==> src/rtl/uart_pkg.sv <==
// Shared UART definitions: FSM state encoding, parity modes and oversampling ratio.
// The receiver uses the same encodings so both directions decode identically.
package uart_pkg;

    typedef enum logic [2:0] {
        IDLE  = 3'd0,
        START = 3'd1,
        DATA  = 3'd2,
        PAR   = 3'd3,
        STOP  = 3'd4
    } state_t;

    localparam int PAR_NONE = 0;
    localparam int PAR_EVEN = 1;
    localparam int PAR_ODD  = 2;

    localparam int OS_TICKS = 16;

endpackage

==> src/rtl/uart_tx.sv <==
// UART transmitter: shifts a latched byte out LSB first as start/data/parity/stop,
// paced by a 16x oversampling tick, and pulses TX_DONE_TICK as it returns to IDLE.
module uart_tx
    import uart_pkg::*;
#(
    parameter int DBIT    = 8,
    parameter int SB_TICK = 16,
    parameter int PARITY  = PAR_NONE
) (
    input  logic       CLK,
    input  logic       RESET,
    input  logic       S_TICK,
    input  logic       TX_START,
    input  logic [7:0] DIN,
    output logic       TX,
    output logic       BUSY,
    output logic       TX_DONE_TICK
);

    localparam logic [4:0] OS_LAST   = 5'(OS_TICKS - 1);
    localparam logic [4:0] STOP_LAST = 5'(SB_TICK - 1);
    localparam logic [2:0] BIT_LAST  = 3'(DBIT - 1);

    state_t     state_reg, state_next;
    logic [4:0] s_reg, s_next;
    logic [2:0] n_reg, n_next;
    logic [7:0] b_reg, b_next;
    logic       p_reg, p_next;
    logic       tx_reg, tx_next;
    logic       done_reg, done_next;

    always_ff @(posedge CLK or posedge RESET) begin
        if (RESET) begin
            state_reg <= IDLE;
            s_reg     <= '0;
            n_reg     <= '0;
            b_reg     <= '0;
            p_reg     <= 1'b0;
            tx_reg    <= 1'b1;
            done_reg  <= 1'b0;
        end else begin
            state_reg <= state_next;
            s_reg     <= s_next;
            n_reg     <= n_next;
            b_reg     <= b_next;
            p_reg     <= p_next;
            tx_reg    <= tx_next;
            done_reg  <= done_next;
        end
    end

    always_comb begin
        state_next = state_reg;
        s_next     = s_reg;
        n_next     = n_reg;
        b_next     = b_reg;
        p_next     = p_reg;
        done_next  = 1'b0;
        case (state_reg)
            IDLE: begin
                // A tick arriving with the start request is deliberately not counted.
                if (TX_START) begin
                    b_next     = DIN;
                    s_next     = '0;
                    p_next     = 1'b0;
                    state_next = START;
                end
            end
            START: begin
                if (S_TICK) begin
                    if (s_reg == OS_LAST) begin
                        s_next     = '0;
                        n_next     = '0;
                        state_next = DATA;
                    end else begin
                        s_next = s_reg + 5'd1;
                    end
                end
            end
            DATA: begin
                if (S_TICK) begin
                    if (s_reg == OS_LAST) begin
                        s_next = '0;
                        p_next = p_reg ^ b_reg[0];
                        b_next = {1'b0, b_reg[7:1]};
                        if (n_reg == BIT_LAST) begin
                            state_next = (PARITY != PAR_NONE) ? PAR : STOP;
                        end else begin
                            n_next = n_reg + 3'd1;
                        end
                    end else begin
                        s_next = s_reg + 5'd1;
                    end
                end
            end
            PAR: begin
                if (S_TICK) begin
                    if (s_reg == OS_LAST) begin
                        s_next     = '0;
                        state_next = STOP;
                    end else begin
                        s_next = s_reg + 5'd1;
                    end
                end
            end
            STOP: begin
                if (S_TICK) begin
                    if (s_reg == STOP_LAST) begin
                        s_next     = '0;
                        done_next  = 1'b1;
                        state_next = IDLE;
                    end else begin
                        s_next = s_reg + 5'd1;
                    end
                end
            end
            default: begin
                state_next = IDLE;
            end
        endcase
    end

    // Line level is decoded from the next state so TX changes on the same edge as the FSM.
    always_comb begin
        tx_next = 1'b1;
        case (state_next)
            IDLE:    tx_next = 1'b1;
            START:   tx_next = 1'b0;
            DATA:    tx_next = b_next[0];
            PAR:     tx_next = (PARITY == PAR_ODD) ? ~p_next : p_next;
            STOP:    tx_next = 1'b1;
            default: tx_next = 1'b1;
        endcase
    end

    assign TX           = tx_reg;
    assign BUSY         = (state_reg != IDLE);
    assign TX_DONE_TICK = done_reg;

endmodule

==> config.mk <==
export PLATFORM = sky130hd
export DESIGN_NAME = uart_tx
export DESIGN_NICKNAME = d
export VERILOG_FILES = /design/src/rtl/uart_pkg.sv /design/src/rtl/uart_tx.sv
export SDC_FILE = /design/constraint.sdc
export NUM_CORES = 1
export LEC_CHECK = 0
export ABC_AREA = 1
export BUFFER_PORTS_ARGS = -buffer_cell sky130_fd_sc_hd__buf_2
export CELL_PAD_IN_SITES_DETAIL_PLACEMENT = 1
export CELL_PAD_IN_SITES_GLOBAL_PLACEMENT = 1
export CORE_UTILIZATION = 25
export DETAILED_ROUTE_END_ITERATION = 8
export PLACE_DENSITY = 0.49
export SLEW_MARGIN = 15
export SYNTH_ARGS = -nofsm -noshare
export SYNTH_HDL_FRONTEND = slang
export SYNTH_SLANG_ARGS = --single-unit
==> constraint.sdc <==
create_clock -name CLK -period 2.3 [get_ports CLK]
set_input_delay 0.46 -clock CLK [delete_from_list [all_inputs] [get_ports CLK]]
set_output_delay 0.46 -clock CLK [all_outputs]
set_load 0.01 [all_outputs]
# Word level (Yosys, flattened, before mapping)

Index checks and enable logic that the tools add are counted.

$add $sub $neg: 2
Equality and inequality tests: 16
Muxes and demuxes: 33
Bitwise gates (word level): 1
Reductions and logical operators: 9

Operators by type and width:

| operator                                                                 | count |
|---|---|
| 3-bit two-way mux                                                        | 15 |
| 8-bit two-way mux                                                        | 3 |
| 8-bit one-hot mux with 2 select lines                                    | 1 |
| 5-bit two-way mux                                                        | 3 |
| 3-bit one-hot mux with 5 select lines                                    | 1 |
| 3-bit by 2-bit equality test with 1-bit output (second input constant)   | 4 |
| 2-bit inequality test (second input constant)                            | 6 |
| 5-bit one-hot mux with 2 select lines                                    | 1 |
| 3-bit by 1-bit equality test with 1-bit output (second input constant)   | 2 |
| 3-bit equality test (second input constant)                              | 2 |
| 1-bit two-way mux                                                        | 6 |
| 3-bit one-hot mux with 2 select lines                                    | 1 |
| 6-bit AND reduction                                                      | 1 |
| 2-bit nonzero test                                                       | 3 |
| 5-bit by 1-bit adder with 5-bit output (second input constant)           | 1 |
| 5-bit by 4-bit equality test with 1-bit output (second input constant)   | 1 |
| 4-bit AND reduction                                                      | 1 |
| 4-bit OR reduction                                                       | 1 |
| 3-bit by 1-bit adder with 3-bit output (second input constant)           | 1 |
| 3-bit logical NOT                                                        | 1 |
| 1-bit one-hot mux with 3 select lines                                    | 1 |
| 3-bit AND reduction                                                      | 1 |
| 3-bit nonzero test                                                       | 1 |
| 2-bit by 1-bit inequality test with 1-bit output (second input constant) | 1 |
| other kinds (2)                                                          | 2 |

Register bits after elaboration: 22
Input port bits: 12
Output and inout port bits: 3
Word-level logic and storage cells: 69

# Depth between registers and ports, before layout

Gate-level depths: netlist of the first run.

Depth after elaboration: 7
Mapped depth: 9
Gate-level depth less buffers: 8

# Least setup slack after synthesis of the first run

Ideal clock, no wire load.

Kind: reg2reg
From: register s_reg[0]
To: register b_reg[6]
Setup time: 0.130 ns
Arrival time: 1.176 ns
Data required time: 2.170 ns
Slack: 0.994 ns
Stages on the path, launching flop included: 9
Buffers on the path: 0
Period minus slack after synthesis: 1.306 ns
Cells stage by stage: dfrtp_1 > ha_1 > nand2_1 > nor2_2 > nand3_2 > nand2_1 > nand3_2 > nand2_1 > o211ai_1

Word-level cells in the longest chain between the ends: 3

RTL lines:

| item                                           | line          | source |
|---|---|---|
| start, declared                                | uart_tx.sv:25 | `logic [4:0] s_reg, s_next;` |
| start signal, assigned                         | uart_tx.sv:43 | `s_reg <= s_next;` |
| 5-bit by 4-bit equality test with 1-bit output | uart_tx.sv:82 | `if (s_reg == OS_LAST) begin` |
| 2-bit inequality test (no line)                | -             |  |
| 4-bit AND reduction (no line)                  | -             |  |
| end signal, assigned                           | uart_tx.sv:45 | `b_reg <= b_next;` |
| end, declared                                  | uart_tx.sv:27 | `logic [7:0] b_reg, b_next;` |

No other way between the ends.
A chain may end at the register's enable or synchronous reset.

# Worst setup path in the final report of the first run

From: register state_reg[0]
To: output port BUSY

Word-level cells in the longest chain between the ends: 1

RTL lines:

| item                   | line           | source |
|---|---|---|
| start, declared        | uart_tx.sv:24  | `state_t state_reg, state_next;` |
| start signal, assigned | uart_tx.sv:42  | `state_reg <= state_next;` |
| 3-bit nonzero test     | uart_tx.sv:137 | `assign BUSY = (state_reg != IDLE);` |
| end, declared          | uart_tx.sv:16  | `output logic BUSY,` |

No other way between the ends.

==> results of run 1 <==
worst paths after layout:
| path | endpoint | startpoint | depth (start not counted) |
|---|---|---|---|
| setup / recovery | BUSY | state_reg[0] | 3 |
| hold / removal | b_reg[5] | RESET | 3 |
| setup reg to reg | b_reg[6] | s_reg[1] | 8 |
| hold reg to reg | b_reg[4] | b_reg[4] | 2 |
| max in group asynchronous | TX | RESET | 3 |
| min in group CLK | b_reg[7] | DIN[7] | 3 |
power groups by stage:
stage / combinational (mW) / clock [mW] / sequential [mW]
after floorplan: 0.352 / 0 / 0.586
after global placement: 0.444 / 0 / 0.602
after detailed placement: 0.463 / 0 / 0.607
after CTS: 0.465 / 0.304 / 0.600
after global routing: 0.532 / 0.321 / 0.618
final: 0.455 / 0.294 / 0.599
tightest hold or removal path, cell delays in order:
cell   delay (ps)
buf_2         100
inv_1          40
buf_4         300
kinds of logic after synthesis:
logic type	synth area share
XOR/XNOR	0.007308
flip-flops	0.4603
AND/OR/NAND/NOR	0.3445
adder cells (fa/ha/maj)	0.03132
AO/OA/AOI/OAI	0.08248
buffers and inverters	0.07412
synthesized netlist by cell type (2+ instances only):
cell type / n / area [µm²]
a21oi_1: 2 / 10.01
dfrtp_1: 21 / 525.5
ha_1: 3 / 37.54
inv_1: 17 / 63.81
inv_2: 2 / 7.510
nand2_1: 39 / 146.4
nand2_2: 3 / 18.77
nand3_1: 21 / 105.1
nand3_2: 3 / 30.03
nand4_1: 6 / 37.54
nor2_1: 3 / 11.26
nor2_2: 2 / 12.51
nor2_4: 3 / 33.78
o21ai_0: 8 / 40.04
layer usage:
| metal | part of all wire | vias up | global-route usage | wire, µm |
|---|---|---|---|---|
| met5 | 0 | - | 0 | 0 |
| met1 | 0.53 | 479 | 0.1762 | 1506 |
| met4 | 0.0059 | 0 | 0.04000 | 17 |
| met2 | 0.44 | 12 | 0.2000 | 1254 |
| li1 | - | 505 | - | - |
| met3 | 0.028 | 2 | 0.02250 | 80 |
area by class of cell:
cell class / instances / share of cell area
Sequential cell: 22 / 0.3984
Multi-Input combinational cell: 101 / 0.4029
Timing Repair Buffer: 15 / 0.05601
Tap cell: 52 / 0.04697
Inverter: 20 / 0.05601
Clock buffer: 4 / 0.03975
==> metrics.cfg, run 1 <==
[outcome]
outcome=finished clean

[timing]
fin_crit_sh=0.6876
finClkSkew_ps=2.658
finalSetupViolations=0
worst_slew_pin_slew_ps=343.6
hold_slack_ps=223.1
relSlewSlack=0.7709
fin_setup_tns_ps=0
slew_viol_final=0
final_hold_viol_count=0
max_freq_ghz=0.6324
rsz0062_at_grt=false
layout_setup_ws_ps=718.6
min_period_ps=1581

[finish]
final_common_cell=nand2_1
final_cells=214
n_antenna_cell=0
multi_input_area_um2=558.0
num-nets-final=178
drive_above_1_share=0.2346
largest_reg_flops=8
register_area_um2=551.8
area_growth_pct=15.55
final_cell_mix=nand2_1 (39), dfrtp_1 (21), nand3_1 (21)
nFillCells=543
final_util=0.3096
stdcell_area_mm2=0.001385

[grt]
antenna_found_initial=0
overflow=0
grtUsageTotal=0.1265
grt_pass1_vias=1024
grt_pass1_wl_mm=4.981
grt_max_degree=23

[placement]
routabilityCongestion=0.7902
dp_hpwl_mm=2.126
pre_cts_slack_ps=769.1
dpl_cell_area_mm2=0.001330
dpl.cell_count=210
port_buffers=14

[floorplanning]
rows=24
initial_core_util=0.2679
dieArea_mm2=0.005076
core_area_mm2=0.004474
die_w_um=71.25
die_y_um=71.25
io_pins=15

[pwr]
p_clk_frac=0.218
power_frac_seq=0.444
p_per_area_mw_per_mm2=973.4
ir_worst_vdd_uv=276.9
intPower_mw=0.8396
power_frac_comb=0.338
p_leak_nw=0.7004
switching_share=0.3772
power_switching_mw=0.5086
total_power_mw=1.348

[routing]
route.detailed.drc=0
vias_per_cell=4.664
drt-total-wl_mm=2.858
drt_iter0_markers=36
first_pass_iters=4
postRouteAntennaNets=0
wire_per_inst_um=13.36
num_vias=998

[cts]
path_clk_slew_ps=90
numCtsBuffers=3
cts_buffer_depth=2
cts_tree=built
cts-root-buf=clkbuf_8
ctsResizeCount=0
clock_sinks=22
postCtsSetupRepairBufs=0
clk_latency_ps=270
htreeDepth=1
postCtsHoldBufs=0

[synthesis]
synth-seq-cells=22
netlist_area_mm2=0.001199
ys.flop_type=dfrtp_1
syn_inst=144
yosysSeqAreaShare=0.4603
synth_edf_count=0
postSynth.asyncResetShare=1.000
synth_cell_types=25
postSynthAreaPerCell_um2=8.324
synth_warnings=0
synth_nets=159

[critical_path]
crit_fanout=6
crit_chain=nor2_4 > nand2_1 > buf_2
required_ps=1840
cp-end-kind=primary output
crit_type=reg -> out
crit_arrival_ps=1120
r2r_slack_ps=760
cp_num_buf_inv=1
cpPeakStageDelay_ps=440
crit_family=flip-flops
slowest_stage=dfrtp_1
crit_path_start_kind=flip-flop

[hold_path]
hp-class=in -> async

[flow_run]
maxCapViolCount=0

No activity file was read; power rests on OpenSTA's default activity.
==> run 2, diff against run 1 <==
clock period = 1.51 ns   (was 2.3 ns; I/O delays follow)
==> run 2 against run 1 <==
Net effect:
- final area is 13% higher
- clock power is 49% higher
- non-clock buffer count is 13 higher
- via count is 7.9% higher
- largest cell class unchanged
==> metrics.cfg, run 2 (synthesis results as in run 1) <==
[finish]
area_growth_pct=30.90
largest_reg_flops=8
drive_above_1_share=0.3636
final_cells=228
n_antenna_cell=0
num-nets-final=192
final_cell_mix=nand2_1 (36), dfrtp_1 (19), nand3_1 (17)
final_common_cell=nand2_1

[routing]
vias_per_cell=4.724
postRouteAntennaNets=0
num_vias=1077
drt_iter0_markers=46
wire_per_inst_um=13.32
first_pass_iters=4
route.detailed.drc=0
drt-total-wl_mm=3.037

[critical_path]
required_ps=1210
r2r_cells=9
crit_fanout=3
crit_arrival_ps=1140
crit_path_start_kind=flip-flop
cp-end-kind=primary output
crit_type=reg -> out

[floorplanning]
core_area_mm2=0.004474
io_pins=15
die_w_um=71.25
dieArea_mm2=0.005076
die_y_um=71.25
initial_core_util=0.2679
rows=24

[grt]
grt_pass1_wl_mm=5.133
overflow=0
grt_pass1_vias=1140
antenna_found_initial=0
grt_max_degree=23
grtUsageTotal=0.1298

[timing]
slew_viol_final=0
worst_slew_pin_slew_ps=305.6
final_hold_viol_count=0
fin_setup_tns_ps=0
finalSetupViolations=0
finClkSkew_ps=5.676
fin_crit_sh=0.9565
max_freq_ghz=0.6924
min_period_ps=1444
layout_setup_ws_ps=65.71
relSlewSlack=0.7963

[cts]
cts_tree=built
postCtsHoldBufs=0
clock_sinks=22
cts-root-buf=clkbuf_8
clk_latency_ps=270
path_clk_slew_ps=90
numCtsBuffers=3
htreeDepth=1
cts_buffer_depth=2

[placement]
dp_hpwl_mm=2.162
pre_cts_slack_ps=-32.63
port_buffers=14
dpl.cell_count=212
routabilityCongestion=0.8176

[pwr]
ir_worst_vdd_uv=420.3
p_per_area_mw_per_mm2=1449
p_leak_nw=0.7707

[hold_path]
hp-class=in -> async

[outcome]
outcome=finished clean

[flow_run]
maxCapViolCount=0

==> run 2: changes by cell type in the layout (fill, tap and decap cells not counted), moves of 3 or more <==
cell     change
buf_4       +12
nand2_1      -3
nand2_2      +3
nand3_1      -4
nand3_2      +3
==> run 2: cell type report <==
| class | count | area, µm² |
|---|---|---|
| tap | 52 | 65.06 |
| multi-input combinational | 102 | 626.9 |
| sequential | 22 | 554.3 |
| fill | 536 | 2905 |
| inverter | 20 | 80.08 |
| timing repair buffer | 28 | 187.7 |
| clock buffer | 4 | 55.05 |
==> run 2: power breakdown <==
part	switching (mW)	total (mW)	leakage [nW]	internal, mW
sequential	0.148	0.931	0.267	0.784
combinational	0.504	0.903	0.475	0.399
clock	0.206	0.439	0.0288	0.233
==> run 2: through the flow <==
| stage | power, mW | hold WS, ps | area, µm² | utilization |
|---|---|---|---|---|
| final | 2.273 | 57.06 | 1569 | 0.3507 |
| after floorplan | 1.429 | 290.5 | 1199 | - |
| after detailed placement | 1.659 | 367.7 | 1345 | 0.3006 |
| after CTS | 2.138 | 63.51 | 1435 | 0.3207 |
| after global placement | 1.621 | 366.8 | 1345 | 0.3006 |
| after global routing | 2.480 | 69.84 | 1569 | 0.3507 |
==> run 2: final timing paths <==
kind,start,to,slack [ps]
min in group CLK,DIN[7],b_reg[7],240
max reg2reg,s_reg[0],TX,110
max in group asynchronous,RESET,TX,1160
min,RESET,b_reg[5],60
max,state_reg[2],BUSY,70
min reg2reg,b_reg[4],b_reg[4],490
==> run 2: critical path: stages, from the launching register on <==
cell and delay [ps]:
dfrtp_2 430, nor2_4 140, buf_4 130, nand2_1 40
buf_2 130
==> run 2: layer usage <==
| layer | up-vias | GRT usage | wire length, µm |
|---|---|---|---|
| li1 | 542 | - | - |
| met1 | 515 | 0.1638 | 1463 |
| met2 | 15 | 0.2116 | 1453 |
| met3 | 5 | 0.02391 | 71 |
| met4 | 0 | 0.06889 | 49 |
| met5 | - | 0 | 0 |
==> run 2: what timing repair did <==
| action | CTS | global route |
|---|---|---|
| cloned | 0 | 1 |
| pin swaps | 2 | 5 |
| setup buffers | 3 | 8 |
| endpoints found under the hold margin | 0 | 0 |
| setup endpoints to repair | 9 | 18 |
| resized for setup | 2 | 16 |
==> run 3, diff against run 2 <==
ABC_AREA = default   (was 1)
PLACE_DENSITY = 0.47   (was 0.49)
==> run 3 against run 2 <==
Net effect:
- the flow now finishes with violations (negative setup slack)
- highest routed layer unchanged
- count of clock-buffer cells in the layout is 1 lower
- sequential share of layout area is 4.6 points lower
- final area is 15% higher
- clock power grew 29%
- non-clock buffer count is 25 higher
==> metrics.cfg, run 3 <==
[outcome]
outcome=finished, violations left
violations=negative setup slack

[floorplanning]
rows=24
initial_core_util=0.2622
die_w_um=70.04
io_pins=15
dieArea_mm2=0.004906
die_y_um=70.04
core_area_mm2=0.004414

[placement]
routabilityCongestion=0.7680
dp_hpwl_mm=2.136
port_buffers=14
dpl_cell_area_mm2=0.001425
pre_cts_slack_ps=-243.9

[timing]
fin_setup_tns_ps=-1414
fin_crit_sh=1.139
slew_viol_final=0
worst_slew_pin_slew_ps=374.6
finalSetupViolations=17
min_period_ps=1720
layout_setup_ws_ps=-210.5
rsz0062_at_grt=true
hold_slack_ps=57.80
relSlewSlack=0.7503
max_freq_ghz=0.5812
finClkSkew_ps=2.334
final_hold_viol_count=0

[pwr]
power_frac_comb=0.393
power_frac_seq=0.381
intPower_mw=1.712
p_clk_frac=0.226
ir_worst_vdd_uv=432.5
p_leak_nw=0.8375
switching_share=0.3195
power_switching_mw=0.8038
p_per_area_mw_per_mm2=1391
total_power_mw=2.516

[critical_path]
cp-end-kind=primary output
required_ps=1210
r2r_cells=7
crit_arrival_ps=1420
r2r_slack_ps=-170
worstReg2RegEnd=TX
reg2reg_from=state_reg[2]
crit_type=reg -> out
crit_path_start_kind=flip-flop
crit_fanout=7

[synthesis]
synth_warnings=0
postSynthAreaPerCell_um2=11.02
synth_edf_count=0
synth_common_cells=dfrtp_1 (21), inv_1 (11), a222oi_1 (7), nand2_1 (5), nor2b_1 (5)
yosysTopAreaCellShare=0.4541
synth_top_cell_by_area=dfrtp_1
postSynth.asyncResetShare=1.000
yosysSeqAreaShare=0.4768
netlist_area_mm2=0.001157
synth-seq-cells=22
yosys.area_share.simple=0.1924
synth.area.mux_share=0.03135
synth_compound_area_frac=0.1968
netlist_top_cells_area=dfrtp_1 (45%), a222oi_1 (6.1%), inv_1 (3.6%)
synthAdderAreaFrac=0.03243
synth_nets=120
synth_top_family_by_area=compound AO/OA/AOI/OAI gates
synth.most_common_cell=dfrtp_1
synthXorXnorAreaFrac=0
ys.flop_type=dfrtp_1
synth_cell_types=45
syn_inst=105

[routing]
drt-total-wl_mm=3.310
drt_iter0_markers=65
postRouteAntennaNets=0
num_vias=1055
vias_per_cell=5.072
first_pass_iters=6
wire_per_inst_um=15.91
route.detailed.drc=0

[cts]
clock_sinks=22
cts_buffer_depth=2
clk_latency_ps=270
path_clk_slew_ps=90
htreeDepth=1
cts_tree=built
cts-root-buf=clkbuf_8
numCtsBuffers=3

[finish]
stdcell_area_mm2=0.001809
area_growth_pct=56.32
largest_reg_flops=8
n_antenna_cell=0
nFillCells=494
drive_above_1_share=0.5449
final_common_cell=buf_4
final_cell_mix=buf_4 (31), dfrtp_1 (18), buf_2 (13)
num-nets-final=172

[grt]
grt_pass1_vias=1053
overflow=0
grt_pass1_wl_mm=5.119
antenna_found_initial=0
grtUsageTotal=0.1337
grt_max_degree=23

[flow_run]
maxCapViolCount=0

[hold_path]
hp-class=in -> async

run 3: cell count changes in the layout (fill, tap and decap cells not counted), sizes merged, moves of 3 or more:
cell / before / now
nor2b: 0 / 5
buf: 28 / 53
nand3: 24 / 2
nand2: 43 / 5
nor2: 8 / 3
a222oi: 0 / 7
nand4: 6 / 1
o21ai: 9 / 5
inv: 20 / 11
a22o: 0 / 3
run 3: power by group through the flow:
stage | registers, mW | clock network (mW) | logic [mW]
floorplan | 0.913 | 0 | 0.461
global placement | 0.958 | 0 | 0.725
detailed placement | 0.967 | 0 | 0.755
CTS | 0.956 | 0.589 | 0.816
global route | 0.985 | 0.603 | 1.08
finish | 0.960 | 0.568 | 0.988
run 3: cells by family (layout without fill, tap and decap cells):
kind of cell | count (synthesis) | in the layout
AND/OR/NAND/NOR | 32 | 32
AO/OA/AOI/OAI | 28 | 28
adder cells (fa/ha/maj) | 3 | 3
multiplexers | 3 | 3
flip-flops | 22 | 22
buffers and inverters | 17 | 68
run 3: what timing repair did:
item	CTS	global route
hold buffers	0	0
buffers inserted	6	10
endpoints found under the setup margin	20	19
resized for setup	11	28
pin swaps	5	21
run 3: per-stage QoR:
stage / util / cells
final: 0.4099 / 208
after global routing: 0.4099 / 208
after CTS: 0.3651 / 198
after detailed placement: 0.3228 / 188
after global placement: 0.3228 / 188
after floorplan: - / 105
run 3: worst max-delay path, stage by stage (launching register included):
cell and delay, ps:
dfrtp_2 480, buf_6 140, or3_4 390, buf_6 130
run 3: per-layer routing:
layer  global-route usage  routed length, µm  up-vias
met4              0.05778                 83        0
met3              0.02165                 62        8
met2               0.2190               1659       16
met5                    0                  0        -
met1               0.1736               1505      532
li1                     -                  -      499
run 3: worst max path at each step:
stage	to	start	slack, ps
6_report	BUSY	state_reg[1]	-210
2_1_floorplan	TX	s_reg[0]	-30
3_5_place_dp	TX	s_reg[0]	-240
4_1_cts	TX	state_reg[2]	-200
3_3_place_gp	TX	state_reg[1]	-180
5_1_grt	TX	state_reg[2]	-290
run 3: cell type report:
type	instances	area, µm²	area share
Timing Repair Buffer	53	416.7	0.2303
Clock inverter	1	30.03	0.01660
Clock buffer	3	41.29	0.02282
Tap cell	52	65.06	0.03596
Multi-Input combinational cell	66	659.4	0.3645
Sequential cell	22	555.5	0.3071
Inverter	11	41.29	0.02282
